### src/rtl/imem_fetch_ctrl.sv
// Instruction-fetch sequencer: walks the PC through a combinational ROM, buffers
// fetched words in a small prefetch queue and hands them out over valid/ready.
module imem_fetch_ctrl #(
    parameter int              N         = 32,
    parameter int              PC_W      = 64,
    parameter int              DEPTH     = 4,
    parameter logic [PC_W-1:0] RESET_PC  = 64'h0,
    parameter logic [N-1:0]    HALT_WORD = 32'hb400001f
) (
    input  logic            clk,
    input  logic            reset,
    input  logic            fetch_en,
    output logic [6:0]      imem_addr,
    input  logic [N-1:0]    imem_q,
    input  logic            redirect_valid,
    input  logic [PC_W-1:0] redirect_pc,
    output logic            out_valid,
    input  logic            out_ready,
    output logic [N-1:0]    out_instr,
    output logic [PC_W-1:0] out_pc,
    output logic            halted,
    output logic            dbg_state
);

    localparam int AW = $clog2(DEPTH);
    localparam int CW = AW + 1;

    typedef enum logic {ST_RUN = 1'b0, ST_HALT = 1'b1} state_t;

    // Handshake: a head entry transfers on any rising edge where out_valid && out_ready;
    // out_valid never depends on out_ready, and the head stays stable while stalled.

    logic [PC_W-1:0] fetch_pc_q, fetch_pc_d;
    logic [CW-1:0]   count_q, count_d;
    logic [AW-1:0]   rd_ptr_q, rd_ptr_d;
    logic [AW-1:0]   wr_ptr_q, wr_ptr_d;
    state_t          state_q, state_d;
    logic            halted_q, halted_d;

    logic [PC_W-1:0] pc_mem_q    [DEPTH];
    logic [N-1:0]    instr_mem_q [DEPTH];

    logic pop;
    logic push;
    logic unused_bits;

    assign unused_bits = ^redirect_pc[1:0];

    assign pop  = (count_q != '0) && out_ready;
    // Full queue can still accept a word when the head leaves in the same cycle.
    assign push = (state_q == ST_RUN) && fetch_en && !redirect_valid &&
                  ((count_q != CW'(DEPTH)) || pop);

    always_comb begin
        fetch_pc_d = fetch_pc_q;
        count_d    = count_q;
        rd_ptr_d   = rd_ptr_q;
        wr_ptr_d   = wr_ptr_q;
        state_d    = state_q;
        if (redirect_valid) begin
            fetch_pc_d = {redirect_pc[PC_W-1:2], 2'b00};
            count_d    = '0;
            rd_ptr_d   = '0;
            wr_ptr_d   = '0;
            state_d    = ST_RUN;
        end else begin
            if (pop) begin
                rd_ptr_d = rd_ptr_q + AW'(1);
            end
            if (push) begin
                wr_ptr_d   = wr_ptr_q + AW'(1);
                fetch_pc_d = fetch_pc_q + PC_W'(4);
                if (imem_q == HALT_WORD) begin
                    state_d = ST_HALT;
                end
            end
            case ({push, pop})
                2'b10:   count_d = count_q + CW'(1);
                2'b01:   count_d = count_q - CW'(1);
                default: count_d = count_q;
            endcase
        end
        halted_d = (state_d == ST_HALT) && (count_d == '0);
    end

    always_ff @(posedge clk) begin
        if (!reset) begin
            fetch_pc_q <= RESET_PC;
            count_q    <= '0;
            rd_ptr_q   <= '0;
            wr_ptr_q   <= '0;
            state_q    <= ST_RUN;
            halted_q   <= 1'b0;
        end else begin
            fetch_pc_q <= fetch_pc_d;
            count_q    <= count_d;
            rd_ptr_q   <= rd_ptr_d;
            wr_ptr_q   <= wr_ptr_d;
            state_q    <= state_d;
            halted_q   <= halted_d;
            if (push) begin
                pc_mem_q[wr_ptr_q]    <= fetch_pc_q;
                instr_mem_q[wr_ptr_q] <= imem_q;
            end
        end
    end

    assign imem_addr = fetch_pc_q[8:2];
    assign out_valid = (count_q != '0);
    assign out_instr = out_valid ? instr_mem_q[rd_ptr_q] : '0;
    assign out_pc    = out_valid ? pc_mem_q[rd_ptr_q] : '0;
    assign halted    = halted_q;
    assign dbg_state = state_q;

endmodule
### config.mk
export PLATFORM = sky130hd
export DESIGN_NAME = imem_fetch_ctrl
export DESIGN_NICKNAME = d
export VERILOG_FILES = /design/src/rtl/imem_fetch_ctrl.sv
export SDC_FILE = /design/constraint.sdc
export NUM_CORES = 1
export LEC_CHECK = 0
export ABC_AREA = 0
export CAP_MARGIN = 10
export CORE_MARGIN = 1
export CORE_UTILIZATION = 40
export CTS_CLUSTER_DIAMETER = 60
export DETAILED_ROUTE_END_ITERATION = 12
export PLACE_DENSITY_LB_ADDON = 0.25
export SLEW_MARGIN = 20
export SYNTH_ARGS = -nofsm -noshare
export SYNTH_HDL_FRONTEND = slang
export SYNTH_SLANG_ARGS = --single-unit
### constraint.sdc
create_clock -name clk -period 5.8 [get_ports clk]
set_clock_uncertainty 0.2 [all_clocks]
set_input_delay 1.16 -clock clk [delete_from_list [all_inputs] [get_ports clk]]
set_output_delay 1.16 -clock clk [all_outputs]
set_load 0.01 [all_outputs]
* Word level (Yosys, flattened, before mapping)
Memories as Yosys holds them, arrays and structs flattened. A register that Yosys moved wholly into a read port is not among the register bits.
Index checks and enable logic that the tools add are counted.
** Word-level totals
- Bits in latches :: 0
- Output and inout port bits :: 106
- Logic and storage cells :: 47
- Bits in writable memories :: 384
- ROM bits :: 0
- Flip-flop bits (word level) :: 73
- Memories :: 2
- Input port bits :: 101
** Cells by class
- Shifts and indexed selects :: 0
- Multiply operators :: 0
- $add $sub $neg :: 5
- Reduce and logical (&&, ||, !) cells :: 11
- Divide/modulo/power cells :: 0
- Equal/unequal tests :: 4
- Mux-type cells :: 16
- Bitwise operators :: 2
- Magnitude comparators :: 0
** Memories
- pc_mem_q :: words 4, bits a word 64, read ports 1, clocked after Yosys merged registers in 1, write ports 1, RTL line 40 : logic [PC_W-1:0] pc_mem_q [DEPTH];
- instr_mem_q :: words 4, bits a word 32, read ports 1, clocked after Yosys merged registers in 1, write ports 1, RTL line 41 : logic [N-1:0] instr_mem_q [DEPTH];
** Operators with widths (count)
- 2-to-1 mux 64 bit :: 3
- adder 64 x 3 -> 64 bit (second input constant) :: 1
- equality test 32 bit (second input constant) :: 1
- 2-to-1 mux 32 bit :: 1
- 2-to-1 mux 2 bit :: 4
- 2-to-1 mux 1 bit :: 6
- one-hot mux 3 bit (2 select lines) :: 1
- logical AND 1 bit :: 5
- adder 2 x 1 -> 2 bit (second input constant) :: 2
- adder 3 x 1 -> 3 bit (second input constant) :: 1
- zero test 3 bit :: 1
- 2-to-1 mux 3 bit :: 1
- != test 3 bit (second input constant) :: 1
- nonzero test 3 bit :: 1
- subtractor 3 x 1 -> 3 bit (second input constant) :: 1
- equality test 2 x 1 -> 1 bit (second input constant) :: 1
- equality test 2 bit (second input constant) :: 1
- NOT 1 bit :: 2
- nonzero test 2 bit :: 1
- OR reduction 2 bit :: 1
- zero test 1 bit :: 1
- logical OR 1 bit :: 1

* Depth between registers and ports, before layout
Gate-level depths: netlist of the first run.
- Depth after elaboration :: 9
- Mapped depth :: 10
- Depth with buffers taken out :: 9

* Worst setup path after synthesis of the first run
Ideal clock, no wire load.
- Path type :: input -> register
- From :: input out_ready
- To :: memory instr_mem_q[0][0], enable pin
- Setup slack :: 692 ps
- Buffers on the path :: 3
- Data required time :: 5136 ps
- Arrival :: 4444 ps
- Stages on the path :: 6
- Cells stage by stage :: clkbuf_1 or4b_1 and2_1 clkbuf_1 clkbuf_1 and3_1
** Between the ends
- Longest elaborated chain between the ends :: 6
** Ends and longest elaborated chain
- from (decl) :: RTL line 18 : input logic out_ready,
- logical AND 1 bit :: RTL line 49 : assign pop = (count_q != '0) && out_ready;
- logical OR 1 bit :: RTL line 52 : ((count_q != CW'(DEPTH)) || pop);
- logical AND 1 bit :: RTL line 51 : assign push = (state_q == ST_RUN) && fetch_en && !redirect_valid &&
- 2-to-1 mux 1 bit :: RTL line 101 : if (push) begin
- 2-to-1 mux 1 bit :: RTL line 87 : if (!reset) begin
- 2-to-1 mux 1 bit (implied by the code) :: RTL line 103 : instr_mem_q[wr_ptr_q] <= imem_q;
- to (decl) :: RTL line 41
No other way between the ends.

==> impl_metrics.yaml, run 1 <==
outcome:
  status: "finished, final reports clean"
critical_path:
  arrival_ns: 3.20
  rr_worst_depth: 4
  critPathRequiredTime_ns: 4.44
  regToRegEndpoint: "pc_mem_q[3][33]"
  start_kind: "register"
  path_class: "register to output pin"
  crit_chain: "buf_4 -> mux4_2 -> nor2b_1 -> clkdlybuf4s50_1"
  cp_slowest_stage_delay_ns: 0.77
  crit_path_top_delay_cell: "dfxtp_4"
  critPathMaxFanout: 28
  rrSetupSlack_ns: 2.47
  worstSetupEndpointType: "output pin"
  reg2reg_from: "count_q[0]"
logic_synthesis:
  synth_top_family_by_area: "simple AND/OR/NAND/NOR gates"
  synthAdderAreaFrac_pct: 0.439
  ys_seq_area_share_pct: 67.9
  avgSynthCellArea_um2: 15.5
  synth_edf_count: 376
  ys_seq_elements: 449
  synth_cell_types: 71
  synth_compound_gate_area_share_pct: 5.50
  async_flop_share_pct: 0
  synthMuxAreaShare_pct: 11.4
  synth-xor-area-share_pct: 0.886
  synthesis.area_um2: 18800
  yosys.area_share.simple_pct: 11.8
  yosys_warnings: 0
  syn_inst: 1211
  synth-main-ff-cell: "edfxtp_1"
timing:
  setup_tns_ns: 0
  slew_headroom_pct: 38.3
  slew_viol_final: 0
  period_share_pct: 78.7
  hold_viol: 0
  layout_setup_ws_ns: 1.24
  fin_crit_ns: 4.56
  worst_pin_slew_ns: 0.922
  rsz0062_at_grt: "false"
  clock.fmax_ghz: 0.219
  setup_viol: 0
floorplanning:
  die_w_um: 219
  core_region_area_um2: 46500
  initial_core_util_pct: 40.4
  rows: 79
  fp.dieH_um: 219
  die_area_um2: 47800
  ios: 207
route:
  dr_total_vias: 11600
  drc_errors: 0
  routedWlPerCell_um: 22.5
  ant_nets: 0
  first_pass_iters: 6
  drtIter0Drc: 1102
  viasPerCell: 5.60
  routed_wirelength_um: 46500
grt:
  grt_pass1_vias: 11300
  grt_use_total_pct: 19.7
  grt.overflow.total: 0
  grt_max_degree: 52
  antenna_found_initial: 0
  grt_pass1_wl_um: 70200
finish:
  nFillCells: 3923
  n_antenna_cell: 0
  syn2layout_area_growth_pct: 23.9
  drive_gt1_share_pct: 15.6
  fin_area_um2: 23300
  fin_nets: 1522
place:
  dp_hpwl_um: 29500
  dp_slack_ns: 1.21
  place.gp.congestion: 0.806
  port_buffers: 202
  placed_area_um2: 21500
worst_hold_path:
  hold_path_class: "register to register"
  hold_start: "rd_ptr_q[1]"
  min_path_cells: 2
clock_tree:
  insertion_delay_ns: 0.61
  cts_resized: 0
  clockBufferDepth: 3
  cts.clk_slew.worst_paths_ns: 0.06
  hold_buffers: 0
  cts_tree: "done"
  htreeDepth: 2
  root_buffer: "clkbuf_16"
  cts_buffers: 50
  clock-sinks: 449
  cts_setup_buffers: 0
power_and_ir_drop:
  powerDensity_nw_per_um2: 312
  p_leak_uw: 0.00731
  irDropWorstVdd_mv: 0.281
  total_power_uw: 7270
flow_run:
  drv_cap: 0
[cells in the final DEF (no fill, tap or decap), types with 5 or more instances in the layout]
| cell type | synthesis | layout |
|---|---|---|
| a21oi_1 | 45 | 45 |
| a221oi_1 | 8 | 8 |
| a22oi_1 | 12 | 12 |
| a31oi_1 | 14 | 14 |
| and2_1 | 7 | 7 |
| and3_1 | 23 | 19 |
| and4_1 | 11 | 11 |
| buf_12 | 0 | 6 |
| buf_4 | 9 | 20 |
| bufinv_16 | 0 | 6 |
| clkbuf_1 | 42 | 6 |
| clkbuf_16 | 0 | 50 |
| clkbuf_8 | 0 | 7 |
| clkdlybuf4s50_1 | 0 | 201 |
| clkinv_1 | 1 | 8 |
| clkinv_2 | 0 | 6 |
| dfxtp_1 | 73 | 71 |
| edfxtp_1 | 376 | 376 |
| ha_1 | 5 | 5 |
| inv_1 | 9 | 9 |
| mux4_2 | 94 | 94 |
| nand2_1 | 70 | 69 |
| nand3_1 | 34 | 34 |
| nand4_1 | 26 | 26 |
| nor2_1 | 49 | 49 |
| nor2b_1 | 98 | 98 |
| nor3_1 | 13 | 12 |
| nor4_1 | 21 | 20 |
| o21ai_0 | 45 | 45 |
| o311ai_0 | 6 | 6 |
| or3_1 | 6 | 6 |
| xnor2_1 | 6 | 6 |
| xor2_1 | 13 | 13 |
[per-stage QoR]
stage / utilization (%) / hold slack [ns] / instances
final: 50.1 / 0.334 / 2064
after detailed placement: 46.3 / 0.310 / 1970
after CTS: 50.1 / 0.335 / 2064
after global routing: 50.1 / 0.369 / 2064
after floorplan: - / 0.255 / 1212
after global placement: 46.3 / 0.284 / 1970
[power by group]
part | internal, µW | switching [µW] | total (µW)
clock | 1960 | 1330 | 3300
combinational | 169 | 167 | 336
sequential | 3560 | 80.5 | 3640
total | 5690 | 1580 | 7270
[cell type report]
| class | instances | area (µm²) | share of cell area [%] |
|---|---|---|---|
| timing repair buffer | 228 | 2290 | 9.82 |
| sequential | 449 | 12800 | 54.8 |
| clock buffer | 63 | 1370 | 5.89 |
| multi-input combinational | 675 | 5680 | 24.4 |
| clock inverter | 31 | 379 | 1.63 |
| tap | 607 | 759 | 3.26 |
| inverter | 11 | 41.3 | 0.177 |
[per-layer routing]
metal,GRT usage (%),wire length (µm),vias to the layer above
met3,3.17,3070,66
met2,30.5,21800,441
met4,6.32,1070,0
met5,0,0,-
li1,-,-,5209
met1,28.3,20600,5851
[worst max path at each step]
stage	depth (start not counted)	start	slack [ns]	endpoint
6_report	4	register	1.24	out_pc[45]
5_1_grt	4	register	1.0	out_pc[35]
3_3_place_gp	5	out_ready	1.15	pc_mem_q[3][41]
3_5_place_dp	5	out_ready	1.21	pc_mem_q[2][35]
4_1_cts	4	register	1.09	out_pc[35]
2_1_floorplan	6	out_ready	0.69	instr_mem_q[0][0]
[synth_stat cells (all sizes together) (10+ instances only)]
cell | n | share of area [%]
edfxtp | 376 | 60
a22oi | 12 | 0.48
nor2 | 49 | 0.98
a31oi | 14 | 0.47
dfxtp | 73 | 7.8
nor2b | 98 | 3.3
a21oi | 45 | 1.2
xor2 | 13 | 0.61
mux4 | 94 | 11
nand4 | 28 | 1.0
buf | 35 | 1.0
nand3 | 34 | 0.91
nor4 | 23 | 0.88
and3 | 23 | 0.77
nor3 | 16 | 0.51
nand2 | 72 | 1.5
and4 | 11 | 0.51
inv | 10 | 0.20
clkbuf | 42 | 0.84
o21ai | 46 | 1.2
[logic make-up (layout without fill, tap and decap cells)]
group / after synthesis / in the layout
flip-flops: 449 / 449
AND/OR/NAND/NOR: 388 / 388
other: 1 / 2
multiplexers: 97 / 97
adder cells (fa/ha/maj): 6 / 6
buffers and inverters: 88 / 333
XOR/XNOR: 19 / 19
AO/OA/AOI/OAI: 163 / 163
[critical path, delay by kind of cell, from the launching register on]
kind                   cells  cell delay [ns]
muxes                      1             0.60
buffers and inverters      2             1.05
and+or+nand+nor            1             0.16
DFF                        1             0.77
[sequential cells by signal, summed over array words and instances (netlist names), named ones only]
register     cells
pc_mem_q       248
instr_mem_q    128
fetch_pc_q      62
count_q          3
rd_ptr_q         2
wr_ptr_q         2
dbg_state        1
halted           1
Note: power is estimated with default switching activity, not from simulation.
==> run 2, diff against run 1 <==
==> constraint.sdc (replaced) <==
create_clock -name clk -period 4.2 [get_ports clk]
set_clock_uncertainty 0.2 [all_clocks]
set_input_delay 0.84 -clock clk [delete_from_list [all_inputs] [get_ports clk]]
set_output_delay 0.84 -clock clk [all_outputs]
set_load 0.01 [all_outputs]
==> run 2 against run 1 <==
Effect of this change:
- the run now ends with DRC left
- largest power group unchanged
- utilization decreased by 0.34 points
- combinational power increased by 43%
- total power increased by 30%
- count of clock-buffer cells in the layout increased by 1
- highest routed layer is now met5
- register-to-register slack got worse by 1.5 ns
- worst setup slack got worse by 0.78 ns
- non-clock buffer count increased by 13
==> impl_metrics.yaml, run 2 (synthesis gave the netlist of run 1 again) <==
route:
  dr_total_vias: 11700
  drtIter0Drc: 917
  routedWlPerCell_um: 22.5
  ant_nets: 0
  routed_wirelength_um: 46600
  first_pass_iters: 9
  drc_errors: 4
  viasPerCell: 5.64
clock_tree:
  hold_buffers: 0
  cts.clk_slew.worst_paths_ns: 0.06
  cts_setup_buffers: 0
  cts_buffers: 47
  clock-sinks: 449
  cts_tree: "done"
  insertion_delay_ns: 0.57
  root_buffer: "clkbuf_16"
  cts_resized: 0
  clockBufferDepth: 3
  htreeDepth: 2
grt:
  antenna_found_initial: 2
  grt_pass1_vias: 11500
  grt_use_total_pct: 19.5
  grt_pass1_wl_um: 69800
  grt.overflow.total: 0
  grt_max_degree: 64
finish:
  regMostFlops: "pc_mem_q"
  syn2layout_area_growth_pct: 23.1
  largestRegisters: "pc_mem_q x248, instr_mem_q x128, fetch_pc_q x62"
  fin_nets: 1532
  mostFrequentLayoutCells: "376 x edfxtp_1, 201 x clkdlybuf4s50_1, 98 x nor2b_1, 94 x mux4_2, 71 x dfxtp_1"
  largest_reg_flops: 248
  nFillCells: 3932
  fin_area_um2: 23100
  final_common_cell: "edfxtp_1"
  drive_gt1_share_pct: 15.7
timing:
  worst_pin_slew_ns: 0.864
  slew_viol_final: 0
  slew_headroom_pct: 42.2
  clock.fmax_ghz: 0.267
  period_share_pct: 89.1
  layout_setup_ws_ns: 0.458
  hold_slack_ns: 0.316
  setup_viol: 0
  hold_viol: 0
  fin_crit_ns: 3.74
  setup_tns_ns: 0
  rsz0062_at_grt: "false"
floorplanning:
  fp.dieH_um: 219
  core_region_area_um2: 46500
  die_w_um: 219
  initial_core_util_pct: 40.4
  die_area_um2: 47800
  ios: 207
  rows: 79
worst_hold_path:
  hold_path_class: "register to register"
  hold_start: "wr_ptr_q[1]"
  min_path_cells: 2
  holdPathEnd: "wr_ptr_q[1]"
outcome:
  violations: "DRC"
  status: "finished, violations left"
place:
  placed_area_um2: 21700
  place.gp.congestion: 0.787
  dp_slack_ns: 0.507
  port_buffers: 202
  dp_hpwl_um: 29700
critical_path:
  rr_worst_depth: 7
  rrSetupSlack_ns: 1.01
  start_kind: "register"
  reg2reg_from: "fetch_pc_q[3]"
  arrival_ns: 2.70
  critPathMaxFanout: 56
  regToRegEndpoint: "fetch_pc_q[52]"
  critPathRequiredTime_ns: 3.16
  worstSetupEndpointType: "output pin"
  path_class: "register to output pin"
power_and_ir_drop:
  irDropWorstVdd_mv: 0.290
  powerDensity_nw_per_um2: 409
  p_leak_uw: 0.00726
flow_run:
  drv_cap: 0
==> run 2: cell types whose count changed in the layout (fill, tap and decap cells not counted), moves of 3 or more <==
cell       before  now
buf_12          6    9
buf_4          20   30
bufinv_16       6    1
clkbuf_1        6   12
clkbuf_8        7    3
clkinv_1        8    5
clkinv_2        6   12
==> run 2: where the power goes <==
group	leakage [µW]	switching (µW)	total (µW)	internal, µW
registers	0.00404	106	5020	4910
logic	0.00250	242	482	240
clock network	0.000722	1700	3960	2260
==> run 2: metal layers <==
layer / vias up / part of all wire (%) / track usage (%)
met2: 411 / 48 / 31.4
met1: 5957 / 43 / 26.9
li1: 5220 / - / -
met3: 81 / 6.8 / 3.62
met5: - / 0.028 / 0
met4: 2 / 2.3 / 5.53
==> run 2: layout make-up <==
type	count	area (µm²)	area share [%]
Sequential cell	449	12800	55.2
Multi-Input combinational cell	675	5680	24.5
Timing Repair Buffer	241	2420	10.5
Clock buffer	64	1310	5.68
Tap cell	607	759	3.28
Clock inverter	22	149	0.644
Inverter	11	41.3	0.179
Antenna cell	1	2.50	0.0108
==> run 2: critical path, stage by stage, from the launching register on <==
cell and delay [ns]:
dfxtp_4 0.37, buf_12 0.40, mux4_2 0.57, nor2b_1 0.16
clkdlybuf4s50_1 0.59
==> run 2: worst max path at each step <==
stage,startpoint,end,slack [ns],cells after the start
finish,register,out_pc[31],0.46,4
global route,register,out_pc[31],0.30,4
CTS,register,out_pc[31],0.38,4
detailed placement,out_ready,pc_mem_q[1][40],0.51,5
global placement,out_ready,pc_mem_q[1][40],0.54,5
floorplan,out_ready,instr_mem_q[0][0],0.47,6
==> run 2: per-stage QoR <==
stage	power (µW)	utilization [%]	instances
after floorplan	5310	-	1212
after global placement	5580	46.6	1983
after detailed placement	5600	46.6	1983
after CTS	9560	49.8	2069
after global routing	9770	49.8	2069
final	9460	49.8	2070
==> run 3, diff against run 2 <==
==> constraint.sdc (replaced) <==
create_clock -name clk -period 4.06 [get_ports clk]
set_clock_uncertainty 0.2 [all_clocks]
set_input_delay 0.812 -clock clk [delete_from_list [all_inputs] [get_ports clk]]
set_output_delay 0.812 -clock clk [all_outputs]
set_load 0.01 [all_outputs]
==> run 3 against run 2 <==
Effect of this change:
- the run now ends clean
- cell count rose by 0.14%
- utilization rose by 0.22 points
- sequential power rose by 3%
- worst setup slack got worse by 0.19 ns
- worst hold slack got worse by 0.0057 ns
- clock power rose by 6.6%
- register-to-register slack improved by 0.03 ns
- sequential share of layout area fell by 0.24 points
- flip-flop and latch count did not move
- global-route usage rose by 0.13 points
- count of clock-buffer cells in the layout did not move
- wire length rose by 0.46%
- critical path type unchanged
- critical endpoint is now out_pc[32]
- highest routed layer unchanged
==> impl_metrics.yaml, run 3 (synthesis gave the netlist of run 1 again) <==
outcome:
  status: "finished, final reports clean"
finish:
  regArea_um2: 12800
  syn2layout_area_growth_pct: 23.6
  multi_input_area_um2: 5680
  final_cells: 2073
  fin_util_pct: 50.0
  largestRegisters: "pc_mem_q x248, instr_mem_q x128, fetch_pc_q x62"
  final_common_cell: "edfxtp_1"
  n_antenna_cell: 0
  drive_gt1_share_pct: 15.6
  mostFrequentLayoutCells: "376 x edfxtp_1, 201 x clkdlybuf4s50_1, 98 x nor2b_1, 94 x mux4_2, 71 x dfxtp_1"
  regMostFlops: "pc_mem_q"
  largest_reg_flops: 248
  fin_nets: 1536
  nFillCells: 3944
timing:
  slew_viol_final: 0
  hold_viol: 0
  fin_crit_ns: 3.80
  slew_headroom_pct: 40.3
  rsz0062_at_grt: "false"
  setup_tns_ns: 0
  hold_slack_ns: 0.310
  clock.fmax_ghz: 0.263
  setup_viol: 0
  period_share_pct: 93.5
  worst_pin_slew_ns: 0.888
floorplanning:
  die_w_um: 219
  initial_core_util_pct: 40.4
  fp.dieH_um: 219
  die_area_um2: 47800
  core_region_area_um2: 46500
  rows: 79
  ios: 207
clock_tree:
  root_buffer: "clkbuf_16"
  clock-sinks: 449
  cts_resized: 0
  cts.clk_slew.worst_paths_ns: 0.06
  cts_setup_buffers: 0
  insertion_delay_ns: 0.57
  cts_tree: "done"
  cts_buffers: 48
  htreeDepth: 2
  hold_buffers: 0
  clockBufferDepth: 3
critical_path:
  critPathRequiredTime_ns: 3.05
  critPathMaxFanout: 23
  path_class: "register to output pin"
  start_kind: "register"
  arrival_ns: 2.78
  worstSetupEndpointType: "output pin"
grt:
  grt_use_total_pct: 19.6
  grt_pass1_vias: 11400
  antenna_found_initial: 1
  grt.overflow.total: 0
  grt_pass1_wl_um: 70100
  grt_max_degree: 66
route:
  drc_errors: 0
  top_layer: "met5"
  first_pass_iters: 5
  drtIter0Drc: 834
  dr_total_vias: 11600
  wl_met1_um: 20300
  routedWlPerCell_um: 22.6
  routed_wirelength_um: 46800
  viasPerCell: 5.59
  ant_nets: 0
  dr_wl_met3_um: 3350
  wl_met2_um: 21900
power_and_ir_drop:
  p_leak_uw: 0.00731
  powerDensity_nw_per_um2: 427
  total_power_uw: 9920
  irDropWorstVdd_mv: 0.332
place:
  place.gp.congestion: 0.804
  dp_hpwl_um: 29900
  placed_cells: 1986
  port_buffers: 202
flow_run:
  drv_cap: 0
worst_hold_path:
  hold_path_class: "register to register"
## run 3: critical path, stage by stage, from the launching register on
cell,delay (ns)
dfxtp_4,0.65
buf_12,0.30
mux4_2,0.57
nor2b_1,0.15
clkdlybuf4s50_1,0.53
## run 3: layout make-up
type                       count  share of cell area (%)
clock inverter                23                   0.835
sequential                   449                    54.9
timing repair buffer         244                    10.7
tap                          607                    3.27
inverter                      11                   0.178
clock buffer                  64                    5.65
multi-input combinational    675                    24.4
## run 3: report_power, final
group          switching (µW)  leakage, µW  total (µW)  internal, µW
Clock                    1760     0.000741        4220          2460
Combinational             254      0.00252         507           253
Sequential                107      0.00404        5190          5080
Total                    2120      0.00731        9920          7800
## run 3: path summary, 6_finish.rpt
path | from | endpoint | slack (ns) | cells after the start
min reg2reg | wr_ptr_q[1] | wr_ptr_q[1] | 0.31 | 2
min | wr_ptr_q[1] | wr_ptr_q[1] | 0.31 | 2
max | register | out_pc[32] | 0.26 | 4
max reg2reg | fetch_pc_q[3] | fetch_pc_q[52] | 1.04 | 8
## run 3: metal layers
layer / global-route usage (%) / vias to the layer above
li1: - / 5217
met1: 27.1 / 5889
met2: 30.9 / 405
met3: 4.33 / 68
met4: 6.13 / 2
met5: 0 / -
## run 3: metrics by stage
stage	setup slack, ns	cell area, µm²
after CTS	0.171	23200
after global placement	0.536	21700
after floorplan	0.355	18800
after detailed placement	0.490	21700
final	0.265	23200
after global routing	0.101	23200
